$ cat src/rtl/rv32_barrel_pc_unit.sv
// Barrel-threaded PC sequencer: one PC per hart, one round-robin fetch per cycle,
// with per-hart halt and single-port PC redirect from the writeback stage.
module rv32_barrel_pc_unit #(
    parameter int unsigned       NUM_HARTS   = 8,
    parameter int unsigned       PC_W        = 32,
    parameter int unsigned       IMEM_ADDR_W = 12,
    parameter logic [PC_W-1:0]   RESET_ADDR  = '0,
    parameter logic [PC_W-1:0]   HART_OFFSET = '0,
    localparam int unsigned      HID_W       = (NUM_HARTS > 1) ? $clog2(NUM_HARTS) : 1
) (
    input  logic                   rv32_io_clk,
    input  logic                   rv32_io_rst,
    input  logic                   rv32_io_run,
    input  logic [NUM_HARTS-1:0]   rv32_halt,
    input  logic                   rv32_redir_valid,
    input  logic [HID_W-1:0]       rv32_redir_hart,
    input  logic [PC_W-1:0]        rv32_redir_pc,
    output logic                   rv32_fetch_valid,
    output logic [HID_W-1:0]       rv32_fetch_hart,
    output logic [PC_W-1:0]        rv32_fetch_pc,
    output logic [IMEM_ADDR_W-1:0] rv32_imem_addr,
    output logic                   rv32_misalign,
    output logic [HID_W-1:0]       rv32_misalign_hart
);

    logic [PC_W-1:0]  pc_q [NUM_HARTS];
    logic [PC_W-1:0]  pc_d [NUM_HARTS];
    logic [HID_W-1:0] slot_q;
    logic [HID_W-1:0] slot_d;
    logic             issue_c;
    logic             redir_ok_c;
    logic             redir_mis_c;
    logic [PC_W-1:0]  slot_pc_c;

    // Next-state: a redirect to a hart overrides that hart's +4 in the same cycle.
    always_comb begin
        issue_c     = rv32_io_run && !rv32_halt[slot_q];
        redir_ok_c  = rv32_redir_valid && (32'(rv32_redir_hart) < NUM_HARTS);
        redir_mis_c = redir_ok_c && (rv32_redir_pc[1:0] != 2'b00);
        slot_pc_c   = pc_q[slot_q];
        slot_d      = slot_q;
        if (rv32_io_run) begin
            slot_d = (slot_q == HID_W'(NUM_HARTS - 1)) ? '0 : slot_q + HID_W'(1);
        end
        for (int unsigned h = 0; h < NUM_HARTS; h++) begin
            pc_d[h] = pc_q[h];
            if (redir_ok_c && (rv32_redir_hart == HID_W'(h))) begin
                pc_d[h] = {rv32_redir_pc[PC_W-1:2], 2'b00};
            end else if (issue_c && (slot_q == HID_W'(h))) begin
                pc_d[h] = pc_q[h] + PC_W'(4);
            end
        end
    end

    // State and registered fetch/misalign outputs; address fields hold while idle.
    always_ff @(posedge rv32_io_clk) begin
        if (rv32_io_rst) begin
            for (int unsigned h = 0; h < NUM_HARTS; h++) begin
                pc_q[h] <= RESET_ADDR + PC_W'(h) * HART_OFFSET;
            end
            slot_q             <= '0;
            rv32_fetch_valid   <= 1'b0;
            rv32_fetch_hart    <= '0;
            rv32_fetch_pc      <= '0;
            rv32_imem_addr     <= '0;
            rv32_misalign      <= 1'b0;
            rv32_misalign_hart <= '0;
        end else begin
            for (int unsigned h = 0; h < NUM_HARTS; h++) begin
                pc_q[h] <= pc_d[h];
            end
            slot_q           <= slot_d;
            rv32_fetch_valid <= issue_c;
            if (issue_c) begin
                rv32_fetch_hart <= slot_q;
                rv32_fetch_pc   <= slot_pc_c;
                rv32_imem_addr  <= slot_pc_c[IMEM_ADDR_W+1:2];
            end
            rv32_misalign <= redir_mis_c;
            if (redir_mis_c) begin
                rv32_misalign_hart <= rv32_redir_hart;
            end
        end
    end

endmodule

$ cat config.mk
export PLATFORM = sky130hd
export DESIGN_NAME = rv32_barrel_pc_unit
export DESIGN_NICKNAME = d
export VERILOG_FILES = /design/src/rtl/rv32_barrel_pc_unit.sv
export SDC_FILE = /design/constraint.sdc
export NUM_CORES = 1
export LEC_CHECK = 0
export ABC_CLOCK_PERIOD_IN_PS = 3300
export CORE_ASPECT_RATIO = 1.75
export CORE_MARGIN = 5
export CORE_UTILIZATION = 45
export CTS_BUF_LIST = sky130_fd_sc_hd__clkbuf_8
export DETAILED_ROUTE_END_ITERATION = 8
export PLACE_DENSITY = 0.66
export SLEW_MARGIN = 20
export SYNTH_ARGS = -nofsm -noshare
export SYNTH_HDL_FRONTEND = slang
export SYNTH_SLANG_ARGS = --single-unit
$ cat constraint.sdc
create_clock -name rv32_io_clk -period 3.3 [get_ports rv32_io_clk]
set_input_delay 0.99 -clock rv32_io_clk [delete_from_list [all_inputs] [get_ports rv32_io_clk]]
set_output_delay 0.99 -clock rv32_io_clk [all_outputs]
set_load 0.005 [all_outputs]
### Word level (Yosys, flattened, before mapping)

Memory sizes are Yosys's and may differ from the RTL's. A register that Yosys moved wholly into a read port is not among the register bits.
Cells that the tools add are included.

| cells by class | value |
|---|---|
| add/subtract/negate cells | 9 |
| magnitude comparators | 1 |
| muxes and demuxes | 32 |
| reduce and logical (&&, ||, !) cells | 22 |
| bitwise operators | 8 |
| equal/unequal tests | 14 |

Operator list:

| cell | count |
|---|---|
| $mux W32 | 24 |
| $add A32 B3 Y32 const B | 8 |
| $eq A3 B3 Y1 const B | 8 |
| $logic_and A1 B1 Y1 | 18 |
| $eq A3 B2 Y1 const B | 4 |
| $mux W3 | 3 |
| $or A1 B1 Y1 | 8 |
| $eq A3 B1 Y1 const B | 2 |
| $logic_not A3 Y1 | 2 |
| $lt A3 B4 Y1 const B | 1 |
| $mux W1 | 4 |
| $add A3 B1 Y3 const B | 1 |
| $bmux W1 S3 | 1 |
| $reduce_bool A2 Y1 | 1 |
| $logic_not A1 Y1 | 1 |

| word-level totals | value |
|---|---|
| memories kept | 1 |
| word-level logic and storage cells | 94 |
| memory bits (writable) | 256 |
| bits of input ports | 47 |
| register bits after elaboration | 55 |
| output and inout port bits | 52 |

Memory list:

| name | words | width | rd ports | clocked after memory_dff | write ports | line | source |
|---|---|---|---|---|---|---|---|
| pc_q | 8 | 32 | 9 | 1 | 8 | 26 | `logic [PC_W-1:0] pc_q [NUM_HARTS];` |

### Longest topological paths before layout

Gate-level depths: netlist of the first run.

| depth | value |
|---|---|
| depth after elaboration | 8 |
| gate-level depth with buffers | 9 |
| gate-level depth less buffers | 7 |

### Worst setup path after synthesis of the first run

OpenSTA, ideal clock, no wires.

| timing | value |
|---|---|
| path kind | input to register |
| start | input port rv32_halt[7] |
| end | memory pc_q[5][28] |
| slack | -23 ps |
| arrival time | 3232 ps |
| data required time | 3209 ps |
| stages | 7 |
| cell sequence | mux4_2 > or4_1 > buf_2 > or2_1 > buf_2 > or4_1 > a311oi_1 |

RTL lines:

| what | line | source |
|---|---|---|
| from (decl) | 14 | `input logic [NUM_HARTS-1:0] rv32_halt,` |
| to (decl) | 26 |  |

==> reports/results.md, run 1 <==
| Group | Quantity | Reported |
|:---|:---|:---|
| grt | Largest net degree at the start of global routing | 63 |
| floorplanning | Floorplan core area | 36000 µm² |
| timing | Worst Slack Setup Final | 0.0150 ns |
| clocking | Count of cells resized by post-cts repair | 0 |
| logic synthesis | Yosys top cell area share | 0.346 |
| pwr | P per Cell Area | 406 nW/µm² |
| clocking | Number of setup buffers added after CTS | 0 |
| grt | Total congestion overflow | 0 |
| setup path | Source of the worst register-to-register timing path | slot_q[0] |
| clocking | Clock Pin Slew Worst Setup and Hold Paths | 0.06 ns |
| setup path | Sort of element at the start of the critical path | primary input |
| layout | Most used cells in the layout excluding fill and tap cells | dfxtp_1, o21ai_0, nor2_1 |
| layout | Final std cells w/o fill | 2507 |
| pwr | Total design power | 0.00774 W |
| floorplanning | Die height | 263 µm |
| clocking | Clock latency at the later pin of the worst-skew pair | 0.60 ns |
| floorplanning | Floorplan die area | 40600 µm² |
| drt | Routed WL per cell | 22.5 µm |
| logic synthesis | Average footprint of a synthesized cell | 8.54 µm² |
| setup path | Required time of the critical path | 3.79 ns |
| grt | First-pass GRT wire length | 86800 µm |
| setup path | Crit-path cells | clkdlybuf4s50_1, mux4_2, or4_1, or2_1, or4_1, a311oi_1 |
| layout | Fraction of final layout cells sized beyond drive strength 1 | 0.123 |
| setup path | CP dominant cell by count | or4_1 |
| placed design | Gpl congestion | 0.938 |
| layout | Nets | 2070 |
| placed design | Placed wire-length estimate after detailed placement | 41200 µm |
| clocking | Number of CTS-inserted buffers | 45 |
| pwr | Worst VDD drop | 0.000208 V |
| floorplanning | Initial cell density of the core | 0.456 |
| timing | Total count of max-transition violations in the final report | 0 |
| layout | Leading cell type in the layout, fill and taps excluded | dfxtp_1 |
| placed design | Count of placed standard cells including taps | 2432 |
| clocking | TritonCTS clock tree | yes |
| timing | Setup Viol. Count Final | 0 |
| grt | Antenna violations before repair | 1 |
| clocking | Clock Tree Buf Depth | 3 |
| grt | Number of global-route vias before repair | 15400 |
| drt | Post-DRT Antenna Nets | 0 |
| logic synthesis | Fraction of registers with async set/reset | 0 |
| setup path | Maximum fanout count along the critical path | 6 |
| logic synthesis | Sequential-to-total area share from yosys stat | 0.346 |
| drt | DRC violation count after routing | 0 |
| hold path | Endpoint of the worst hold-timing path | rv32_fetch_hart[0] |
| setup path | Worst Reg2Reg Path Length in Cells | 5 |
| clocking | Clk sinks | 284 |
| logic synthesis | Yosys reg bits | 284 |
| flow run | Max Cap Viol | 0 |
| timing | Final Hold Viols | 0 |
| clocking | Count of hold buffers inserted by post-cts repair | 0 |
| timing | Worst rel slew slack | 0.411 |
| drt | 1st-pass router iterations | 6 |
| drt | Wire length reported by the detailed router | 56500 µm |
| layout | End-of-flow core utilization | 0.529 |
| hold path | Worst min-delay path category | reg -> reg |
| pwr | LEAKAGE | 6.08 nW |
| drt | Via-per-instance ratio | 6.39 |
| logic synthesis | Post-Synthesis Cells | 1925 |
| layout | Synthesis-to-finish area growth | 15.9% |
| logic synthesis | Yosys warning total | 0 |
| logic synthesis | Netlist cell types | 53 |
| setup path | Arr. time, crit path | 3.78 ns |
| setup path | Setup slack of the worst register-to-register path | 0.30 ns |
| run status | Outcome | finished clean |
| timing | Actual slew at the worst max-slew pin | 0.876 ns |
| floorplanning | Die X | 154 µm |
| drt | Iteration-0 DRC Markers | 1538 |
| placed design | Worst setup slack before clock tree synthesis | -0.509 ns |
| timing | Highest clock rate | 304 MHz |
| floorplanning | Number of ports placed on the die boundary | 99 |
| clocking | H-tree levels | 2 |
| logic synthesis | Biggest area contributors in the synthesized netlist | dfxtp_1, mux4_2, o21ai_0 |
| timing | Crit path time final | 3.28 ns |
| placed design | Input/output buffers | 96 |
| setup path | Element type at the critical path end | register |
| logic synthesis | EDFF count, synth | 0 |
| setup path | Capturing point of the worst reg2reg path | pc_q[5][28] |
| logic synthesis | Syn Std Cell Area | 16400 µm² |
| logic synthesis | Dominant synthesized flop cell | dfxtp_1 |
| setup path | Class of the most critical setup path | in -> reg |
| timing | Worst hold slack across all endpoints | 0.454 ns |
| clocking | CTS root buf | clkbuf_8 |
| floorplanning | Placement Rows | 92 |
| hold path | Count of cells along the worst hold path | 2 |
| setup path | Critical path's largest stage delay | 0.62 ns |
| timing | Post-route clock skew | 0.0244 ns |
| setup path | Cell with the largest stage delay on the worst path | mux4_2 |
| drt | Vias post-DR | 16000 |
| logic synthesis | Post-synth top area cell | dfxtp_1 |
| timing | Portion of the clock cycle consumed by the worst path in the final layout | 0.995 |
| grt | GRT Overall Usage | 0.268 |
| timing | Unrepaired setup endpoints after global routing | no |
| hold path | Startpoint of the worst hold path | rv32_fetch_hart[0] |
## how the worst max path moves through the flow
| stage | from | endpoint | slack [ns] |
|---|---|---|---|
| finish | rv32_halt[6] | pc_q[5][28] | 0.02 |
| CTS | rv32_halt[6] | pc_q[5][28] | 0.10 |
| floorplan | rv32_io_run | pc_q[5][28] | 0.08 |
| global placement | rv32_halt[6] | pc_q[5][28] | -0.49 |
| global route | rv32_halt[6] | pc_q[5][26] | 0.01 |
| detailed placement | rv32_halt[6] | pc_q[5][28] | -0.51 |
## power by group
part           internal [W]  total, W  leakage (nW)  switching, W
combinational      0.000472   0.00101          3.29      0.000535
clock               0.00145   0.00292         0.476       0.00148
sequential          0.00358   0.00380          2.31      0.000220
## critical path: cells and delay by family
kind / cells / cell delay [ns]
mux: 1 / 0.62
simple gates: 3 / 1.35
compound gates: 1 / 0.26
buf+inv: 1 / 0.55
## per-layer routing
metal,track usage,vias to the layer above,share of wire
met5,0,-,0
met4,0.148,0,0.061
met3,0.0288,183,0.058
met2,0.469,697,0.50
met1,0.317,7734,0.38
li1,-,7397,-
## cell usage after synthesis, drive strengths merged (14+ instances only)
| master | instances |
|---|---|
| nor4 | 40 |
| ha | 14 |
| nand2 | 97 |
| or3 | 35 |
| xnor2 | 78 |
| dfxtp | 284 |
| nand3 | 82 |
| nor3 | 47 |
| a31oi | 47 |
| nor2 | 165 |
| and4 | 29 |
| a211oi | 112 |
| mux4 | 62 |
| nand4 | 89 |
| xor2 | 84 |
| o21ai | 175 |
| o31ai | 21 |
| buf | 26 |
| mux2i | 46 |
| or4 | 24 |
| and3 | 34 |
| clkbuf | 134 |
| inv | 31 |
| a21oi | 97 |
## sequential cells by signal (all words and copies together) (netlist names), named ones only
name,flops
slot_q,3
rv32_misalign_hart,3
rv32_fetch_pc,19
rv32_fetch_valid,1
rv32_fetch_hart,3
rv32_misalign,1
rv32_imem_addr,11
pc_q,240
## per-stage QoR
step | cell area (µm²) | setup TNS, ns
4_1_cts | 19000 | 0
2_1_floorplan | 16400 | 0
6_report | 19100 | 0
3_3_place_gp | 18200 | -14.96
3_5_place_dp | 18200 | -17.01
5_1_grt | 19100 | 0
## area by class of cell
class	instances	area (µm²)
diodes	1	2.50
repair buffers	196	1800
multi-input cells	1451	10000
inverters	31	118
clock buffers	53	729
flip-flops and latches	284	5690
well taps	470	588
fillers	3371	17000
clock inverters	21	92.6
## cell families (layout without fill, tap and decap cells)
group	after synthesis	in the layout	share of synthesized area
fa+ha+maj	14	14	0.0107
flops	284	284	0.346
other cells	1	3	0.000228
xor+xnor	162	162	0.0863
compound gates	482	482	0.177
buf+inv	191	301	0.0474
simple gates	683	683	0.219
mux	108	108	0.113
(Power assumes the default switching activity.)
==> run 2: changes to the inputs <==
- CORE_UTILIZATION: 45 -> 55
- CTS_BUF_LIST: sky130_fd_sc_hd__clkbuf_8 -> default
- PLACE_DENSITY: 0.66 -> 0.78
==> run 2 against run 1 <==
  * Sequential share of layout area rose by 0.22 points
  * Register-to-register slack better by 0.17 ns
  * Worst setup slack improved by 0.11 ns
  * Final cell count shrank 5.0%
  * Routed wire length shrank 4.0%
  * Worst hold slack improved by 0.0093 ns
  * Maximum frequency is 3.6% higher
  * Clock power increased by 10%
  * Non-clock buffer count shrank 12
  * Largest power group unchanged
==> reports/results.md, run 2 (synthesized netlist as in run 1, its figures left out) <==
| Group | Quantity | Reported |
|:---|:---|:---|
| placed design | Placed wire-length estimate after detailed placement | 39600 µm |
| timing | Actual slew at the worst max-slew pin | 0.713 ns |
| drt | Routed WL per cell | 22.8 µm |
| floorplanning | Initial cell density of the core | 0.559 |
| floorplanning | Floorplan die area | 33600 µm² |
| grt | Number of global-route vias before repair | 15500 |
| layout | Most flops, register | pc_q |
| grt | GRT Overall Usage | 0.313 |
| setup path | Worst Reg2Reg Path Length in Cells | 7 |
| setup path | Required time of the critical path | 3.75 ns |
| pwr | Worst VDD drop | 0.000433 V |
| timing | Worst hold slack across all endpoints | 0.463 ns |
| setup path | Element type at the critical path end | register |
| placed design | Count of placed standard cells including taps | 2332 |
| drt | 1st-pass router iterations | 5 |
| grt | First-pass GRT wire length | 84600 µm |
| floorplanning | Number of ports placed on the die boundary | 99 |
| clocking | Number of setup buffers added after CTS | 0 |
| layout | Largest registers | pc_q: 240 flops, rv32_fetch_pc: 19 flops, rv32_imem_addr: 11 flops |
| clocking | Clk sinks | 284 |
| clocking | Count of hold buffers inserted by post-cts repair | 0 |
| timing | Highest clock rate | 315 MHz |
| clocking | CTS root buf | clkbuf_16 |
| setup path | Maximum fanout count along the critical path | 6 |
| pwr | LEAKAGE | 6.00 nW |
| clocking | Clock Tree Buf Depth | 3 |
| timing | Post-route clock skew | 0.0278 ns |
| floorplanning | Placement Rows | 83 |
| clocking | Clock latency at the later pin of the worst-skew pair | 0.57 ns |
| timing | Setup Viol. Count Final | 0 |
| floorplanning | Die height | 239 µm |
| setup path | Arr. time, crit path | 3.63 ns |
| timing | Total count of max-transition violations in the final report | 0 |
| timing | Portion of the clock cycle consumed by the worst path in the final layout | 0.961 |
| layout | Nets | 2040 |
| layout | Most used cells in the layout excluding fill and tap cells | dfxtp_1, o21ai_0, nor2_1 |
| timing | Worst rel slew slack | 0.524 |
| timing | Worst Slack Setup Final | 0.128 ns |
| layout | End-of-flow core utilization | 0.644 |
| timing | Crit path time final | 3.17 ns |
| drt | Via-per-instance ratio | 6.75 |
| layout | Antenna cells | 0 |
| setup path | Class of the most critical setup path | in -> reg |
| grt | Total congestion overflow | 0 |
| floorplanning | Die X | 141 µm |
| run status | Outcome | finished clean |
| hold path | Worst min-delay path category | reg -> reg |
| clocking | Number of CTS-inserted buffers | 27 |
| placed design | Gpl congestion | 0.992 |
| drt | Vias post-DR | 16100 |
| clocking | TritonCTS clock tree | yes |
| timing | Final TNS setup | 0 ns |
| placed design | Input/output buffers | 96 |
| clocking | Clock Pin Slew Worst Setup and Hold Paths | 0.06 ns |
| floorplanning | Floorplan core area | 29400 µm² |
| grt | Antenna violations before repair | 0 |
| layout | Final std cells w/o fill | 2382 |
| drt | Iteration-0 DRC Markers | 1700 |
| layout | Flip-flop count of the largest register after layout | 240 |
| hold path | Count of cells along the worst hold path | 2 |
| layout | Leading cell type in the layout, fill and taps excluded | dfxtp_1 |
| clocking | H-tree levels | 1 |
| timing | Unrepaired setup endpoints after global routing | no |
| placed design | Worst setup slack before clock tree synthesis | -0.432 ns |
| layout | Fraction of final layout cells sized beyond drive strength 1 | 0.109 |
| clocking | Count of cells resized by post-cts repair | 0 |
| pwr | P per Cell Area | 423 nW/µm² |
| layout | Synthesis-to-finish area growth | 15.1% |
| drt | Post-DRT Antenna Nets | 0 |
| setup path | Sort of element at the start of the critical path | primary input |
| drt | DRC violation count after routing | 0 |
| drt | Wire length reported by the detailed router | 54300 µm |
| timing | Final Hold Viols | 0 |
| grt | Largest net degree at the start of global routing | 63 |
| flow run | Max Cap Viol | 0 |
run 2: changes by cell type in the layout (fill, tap and decap cells not counted), moves of 2 or more:
cell	change
inv_1	-12
clkbuf_16	+28
clkbuf_1	+7
nor3_1	+2
nor3_2	-2
clkinv_2	-4
clkbuf_8	-46
buf_4	-12
run 2: worst max-delay path, cell delays in order:
cell	delay [ns]
clkdlybuf4s50_1	0.53
mux4_2	0.51
or4_1	0.47
or2_1	0.34
or4_1	0.54
a311oi_1	0.25
run 2: routing by layer:
metal	track usage	up-vias	wire [µm]
met5	0	-	0
met4	0.198	0	3780
met3	0.0362	240	3990
met2	0.533	801	26800
met1	0.373	7697	19700
li1	-	7337	-
run 2: power breakdown:
part           switching [W]  leakage, nW  internal (W)
logic               0.000527         3.24      0.000463
registers           0.000218         2.31       0.00358
clock network        0.00142        0.442       0.00180
run 2: final cells by class:
class / instances / area, µm²
fillers: 2443 / 10500
multi-input cells: 1451 / 10000
flip-flops and latches: 284 / 5690
repair buffers: 184 / 1710
clock buffers: 42 / 823
well taps: 382 / 478
inverters: 31 / 118
clock inverters: 8 / 75.1
run 2: per-stage QoR:
step / instance area (µm²) / power [W]
finish: 18900 / 0.00801
global route: 18900 / 0.00826
CTS: 18900 / 0.00800
detailed placement: 18000 / 0.00484
global placement: 18000 / 0.00481
floorplan: 16400 / 0.00438
run 2: worst paths after layout:
| path | startpoint | to | slack [ns] |
|---|---|---|---|
| worst max-delay path | rv32_halt[5] | pc_q[5][30] | 0.13 |
| worst max register to register | slot_q[0] | pc_q[1][29] | 0.47 |
| worst min register to register | rv32_fetch_hart[0] | rv32_fetch_hart[0] | 0.46 |
| worst min-delay path | rv32_fetch_hart[0] | rv32_fetch_hart[0] | 0.46 |
==> patch 1, RTL diff (flow settings as in run 1) <==
Change the parameter `IMEM_ADDR_W` from 12 to 11.
--- a/src/rtl/rv32_barrel_pc_unit.sv
+++ b/src/rtl/rv32_barrel_pc_unit.sv
@@ -3,7 +3,7 @@
 module rv32_barrel_pc_unit #(
     parameter int unsigned       NUM_HARTS   = 8,
     parameter int unsigned       PC_W        = 32,
-    parameter int unsigned       IMEM_ADDR_W = 12,
+    parameter int unsigned       IMEM_ADDR_W = 11,
     parameter logic [PC_W-1:0]   RESET_ADDR  = '0,
     parameter logic [PC_W-1:0]   HART_OFFSET = '0,
     localparam int unsigned      HID_W       = (NUM_HARTS > 1) ? $clog2(NUM_HARTS) : 1
Interface: changed (resized rv32_imem_addr); port bits go from 99 to 98. No check against the original RTL was run, so the function may have changed too.
==> patch 1 against run 1 <==
- sequential cell count did not move
- area after synthesis rose by 3.3%
- count of clock-buffer cells in the layout rose by 9
- clock skew fell by 0.0064 ns
- wire length rose by 7.2%
- worst setup slack improved by 0.086 ns
- power rose by 4.5%
- cell area rose by 2.9%
- die area rose by 3.1%
- highest routed layer unchanged
==> patch 1: results (changes against run 1) <==
bufs w/o clock -> 201 (+2.6%)
GR Util met3 -> 3.59% (+0.70 points)
Worst EP arrival -> 3.70 ns (-0.08 ns)
Clock transition at path regs -> 0.08 ns (+0.02 ns)
status -> finished, final reports clean
ranking of synthesized cells by area -> dfxtp_1, a211oi_1, mux4_2, nor2_1, xor2_1
Hold Path Sink -> rv32_fetch_hart[1]$_SDFFE_PP0P_
Critical Path Fanout Max -> 15 (+9)
met2 WL post-DR -> 30.1 mm (+6.0%)
clock-cell share of area -> 4.63% (+0.32 points)
signal buffers share of area -> 9.76% (+0.33 points)
largest net degree at the start of global routing -> 72 (+14%)
Tot GR Track Use -> 28.4% (+1.6 points)
adder-cell share of the synthesized area -> 1.03% (-0.034 points)
Final HPWL DP -> 44.5 mm (+8.1%)
top cells by count, synth -> nor2_1, dfxtp_1, a211oi_1, clkbuf_1, nand3_1
final-layout clock buffer total -> 62 (+17%)
Setup CP Type -> flop to flop
I/O Buffers -> 95 (-1.0%)
Iteration-0 DRC Markers -> 1,433 (-6.8%)
Slew HR -> 46.8% (+5.7 points)
mux contribution to synthesized area -> 10.9% (-0.35 points)
wire length on met3 -> 3.67 mm (+12%)
Worst Hold Launch -> rv32_fetch_hart[1]$_SDFFE_PP0P_
Fill cells -> 3,486 (+3.4%)
Design Area, Final -> 19,600 µm² (+2.9%)
worst hold slack -> 0.455 ns (+0.00175 ns)
area occupied by multi-input gates -> 10,400 µm² (+3.8%)
LEAKAGE -> 6.15 nW (+1.2%)
register area share after synthesis -> 33.5% (-1.1 points)
-- patch 1: critical path, cell delays in order, from the launching register on --
cell	delay, ns
dfxtp_1	0.73
mux4_2	0.67
buf_4	0.23
or3_1	0.31
buf_4	0.21
nor3_1	0.53
a211oi_1	0.16
nor4_1	0.26
-- patch 1: through the flow --
step                power (mW)  setup slack [ns]  std cells  TNS (ns)
floorplan                 4.46             0.264       1986         0
global placement          4.96            -0.363       2471     -6.94
detailed placement        4.98            -0.395       2471    -10.44
CTS                       8.12             0.178       2546         0
global route              8.35            0.0391       2547         0
finish                    8.08             0.101       2547         0
-- patch 1: power by group through the flow --
stage	clock [mW]	sequential, mW	combinational, mW
5_1_grt	3.34	3.85	1.17
6_report	3.15	3.83	1.10
3_3_place_gp	0	3.89	1.07
3_5_place_dp	0	3.90	1.08
2_1_floorplan	0	3.79	0.673
4_1_cts	3.21	3.82	1.09
==> patch 2, RTL diff (settings of run 1) <==
Without the edit above. Make the reset (`rv32_io_rst`) asynchronous in one clocked block.
--- a/src/rtl/rv32_barrel_pc_unit.sv
+++ b/src/rtl/rv32_barrel_pc_unit.sv
@@ -53,7 +53,7 @@
     end
 
     // State and registered fetch/misalign outputs; address fields hold while idle.
-    always_ff @(posedge rv32_io_clk) begin
+    always_ff @(posedge rv32_io_clk or posedge rv32_io_rst) begin
         if (rv32_io_rst) begin
             for (int unsigned h = 0; h < NUM_HARTS; h++) begin
                 pc_q[h] <= RESET_ADDR + PC_W'(h) * HART_OFFSET;
Behaviour: differs if rv32_io_rst is asserted again (counterexample within 4 cycles, from zero or initial values and one cycle with rv32_io_rst high); with rv32_io_rst held inactive, the same outputs for 4 cycles.
==> patch 2 against run 1 <==
- wire length down 0.39%
- worst setup slack better by 0.41 ns
- area after synthesis up 2.8%
- largest cell class unchanged
- cell area rose by 2.8%
- global-route usage grew 0.28 points
- sequential cell count decreased by 3
- via count is 8.5% lower
- final cell count shrank 1.2%
- critical path type unchanged
- critical endpoint is now pc_q[189]$_DFFE_PP0P_
- non-clock buffer count shrank 11
Power is not compared: it rests on default switching activity, and its combinational part moved more than twofold at a synthesized area within 25%.
==> patch 2: results (changes against run 1) <==
Slew HR -> 38.9% (-2.2 points)
Reg2Reg Depth -> 10 (+5)
Worst EP arrival -> 3.33 ns (-0.45 ns)
r2r setup slk -> 0.53 ns (+0.23 ns)
Tot GR Track Use -> 27.1% (+0.28 points)
status -> finished, final reports clean
Largest regs -> pc_q x240, rv32_fetch_pc x30
max incr delay on CP -> 0.65 ns (+0.03 ns)
Final HPWL DP -> 42.6 mm (+3.4%)
worst reg2reg path endpoint -> pc_q[159]$_DFFE_PP0P_
largest net degree at the start of global routing -> 94 (+49%)
library cells used by synthesis -> 57 (+7.5%)
Setup Skew -> 0.0214 ns (-0.00298 ns)
ranking of synthesized cells by area -> dfrtp_1, mux4_2, nand2_1, xor2_1, xnor2_1
Worst Setup EP -> pc_q[189]$_DFFE_PP0P_
Fill cells -> 3,483 (+3.3%)
Worst Hold Launch -> rv32_fetch_hart[2]$_DFFE_PP0P_
vias in the first global route -> 14,600 (-4.8%)
Iteration-0 DRC Markers -> 1,155 (-25%)
Post-synth top flop -> dfrtp_1
fin util -> 52.4% (-0.52 points)
first-pass GRT wire length -> 86.0 mm (-0.83%)
Worst Setup SP -> rv32_halt[3]
top cells by count, synth -> nand2_1, dfrtp_1, nor2_1, o21ai_0, xor2_1
layout cells sized above 1 -> 12.3% (about the same)
final RePlAce weighted congestion -> 0.943 (+0.54%)
launch point of the worst reg-to-reg path -> slot_q[0]$_DFFE_PP0P_
[patch 2: cell count changes after synthesis, sizes merged, moves of 27 or more]
cell / change
o21ai: -29
or3: -27
dfxtp: -284
buf: +36
xnor2: +28
dfrtp: +281
a211oi: -112
xor2: +39
nand2: +204
clkbuf: -57
mux2i: -38
nor4: -35
[patch 2: cell type report]
class	count	area share, %
clock buffers	58	4.08
flip-flops and latches	281	35.9
diodes	1	0.0128
inverters	31	0.613
clock inverters	23	0.479
multi-input cells	1419	46.9
well taps	480	3.07
repair buffers	185	8.96
[patch 2: routing by layer]
layer	global-route usage, %	share of wire [%]	vias up
li1	-	-	6652
met1	29.9	35	7089
met2	45.8	50	654
met3	3.80	5.5	257
met4	21.7	9.4	0
met5	0	0	-
[patch 2: worst min-delay path by stage]
| stage | end |
|---|---|
| after detailed placement | rv32_fetch_hart[2]$_DFFE_PP0P_ |
| after global placement | rv32_fetch_hart[2]$_DFFE_PP0P_ |
| after floorplan | rv32_fetch_hart[0]$_DFFE_PP0P_ |
| after global routing | rv32_fetch_hart[2]$_DFFE_PP0P_ |
| after CTS | rv32_fetch_hart[2]$_DFFE_PP0P_ |
| final | rv32_fetch_hart[2]$_DFFE_PP0P_ |
[patch 2: kinds of logic (layout without fill, tap and decap cells)]
logic type	Yosys count	after routing	synth area share, %
and+or+nand+nor	815	815	23.1
other	1	3	0.0222
buffers and inverters	170	297	4.24
DFF	281	281	41.6
adders and majority gates	14	14	1.04
xor gates and xnor gates	229	229	11.9
muxes	78	78	9.32
AOI/OAI and AO/OA	281	281	8.79
[patch 2: metrics by stage]
step           setup slack, ns  std cells  hold slack [ns]  setup TNS [ns]
5_1_grt                  0.357       2478            0.495               0
2_1_floorplan            -1.41       1870            0.473         -396.58
6_report                 0.430       2478            0.478               0
3_3_place_gp           -0.0866       2396            0.470          -0.631
4_1_cts                  0.468       2477            0.484               0
3_5_place_dp            -0.117       2396            0.468           -1.36
[patch 2: power by group]
part / total [mW] / leakage (nW) / internal (mW) / switching (mW)
clock network: 3.04 / 0.530 / 1.57 / 1.47
registers: 5.73 / 3.34 / 4.39 / 1.35
logic: 5.16 / 3.61 / 2.59 / 2.58
[patch 2: critical path: cells and delay by family]
family          cells  cell delay [ns]
buf+inv             2             0.64
simple gates        3             0.78
mux                 1             0.65
compound gates      1             0.09
xor+xnor            1             0.17
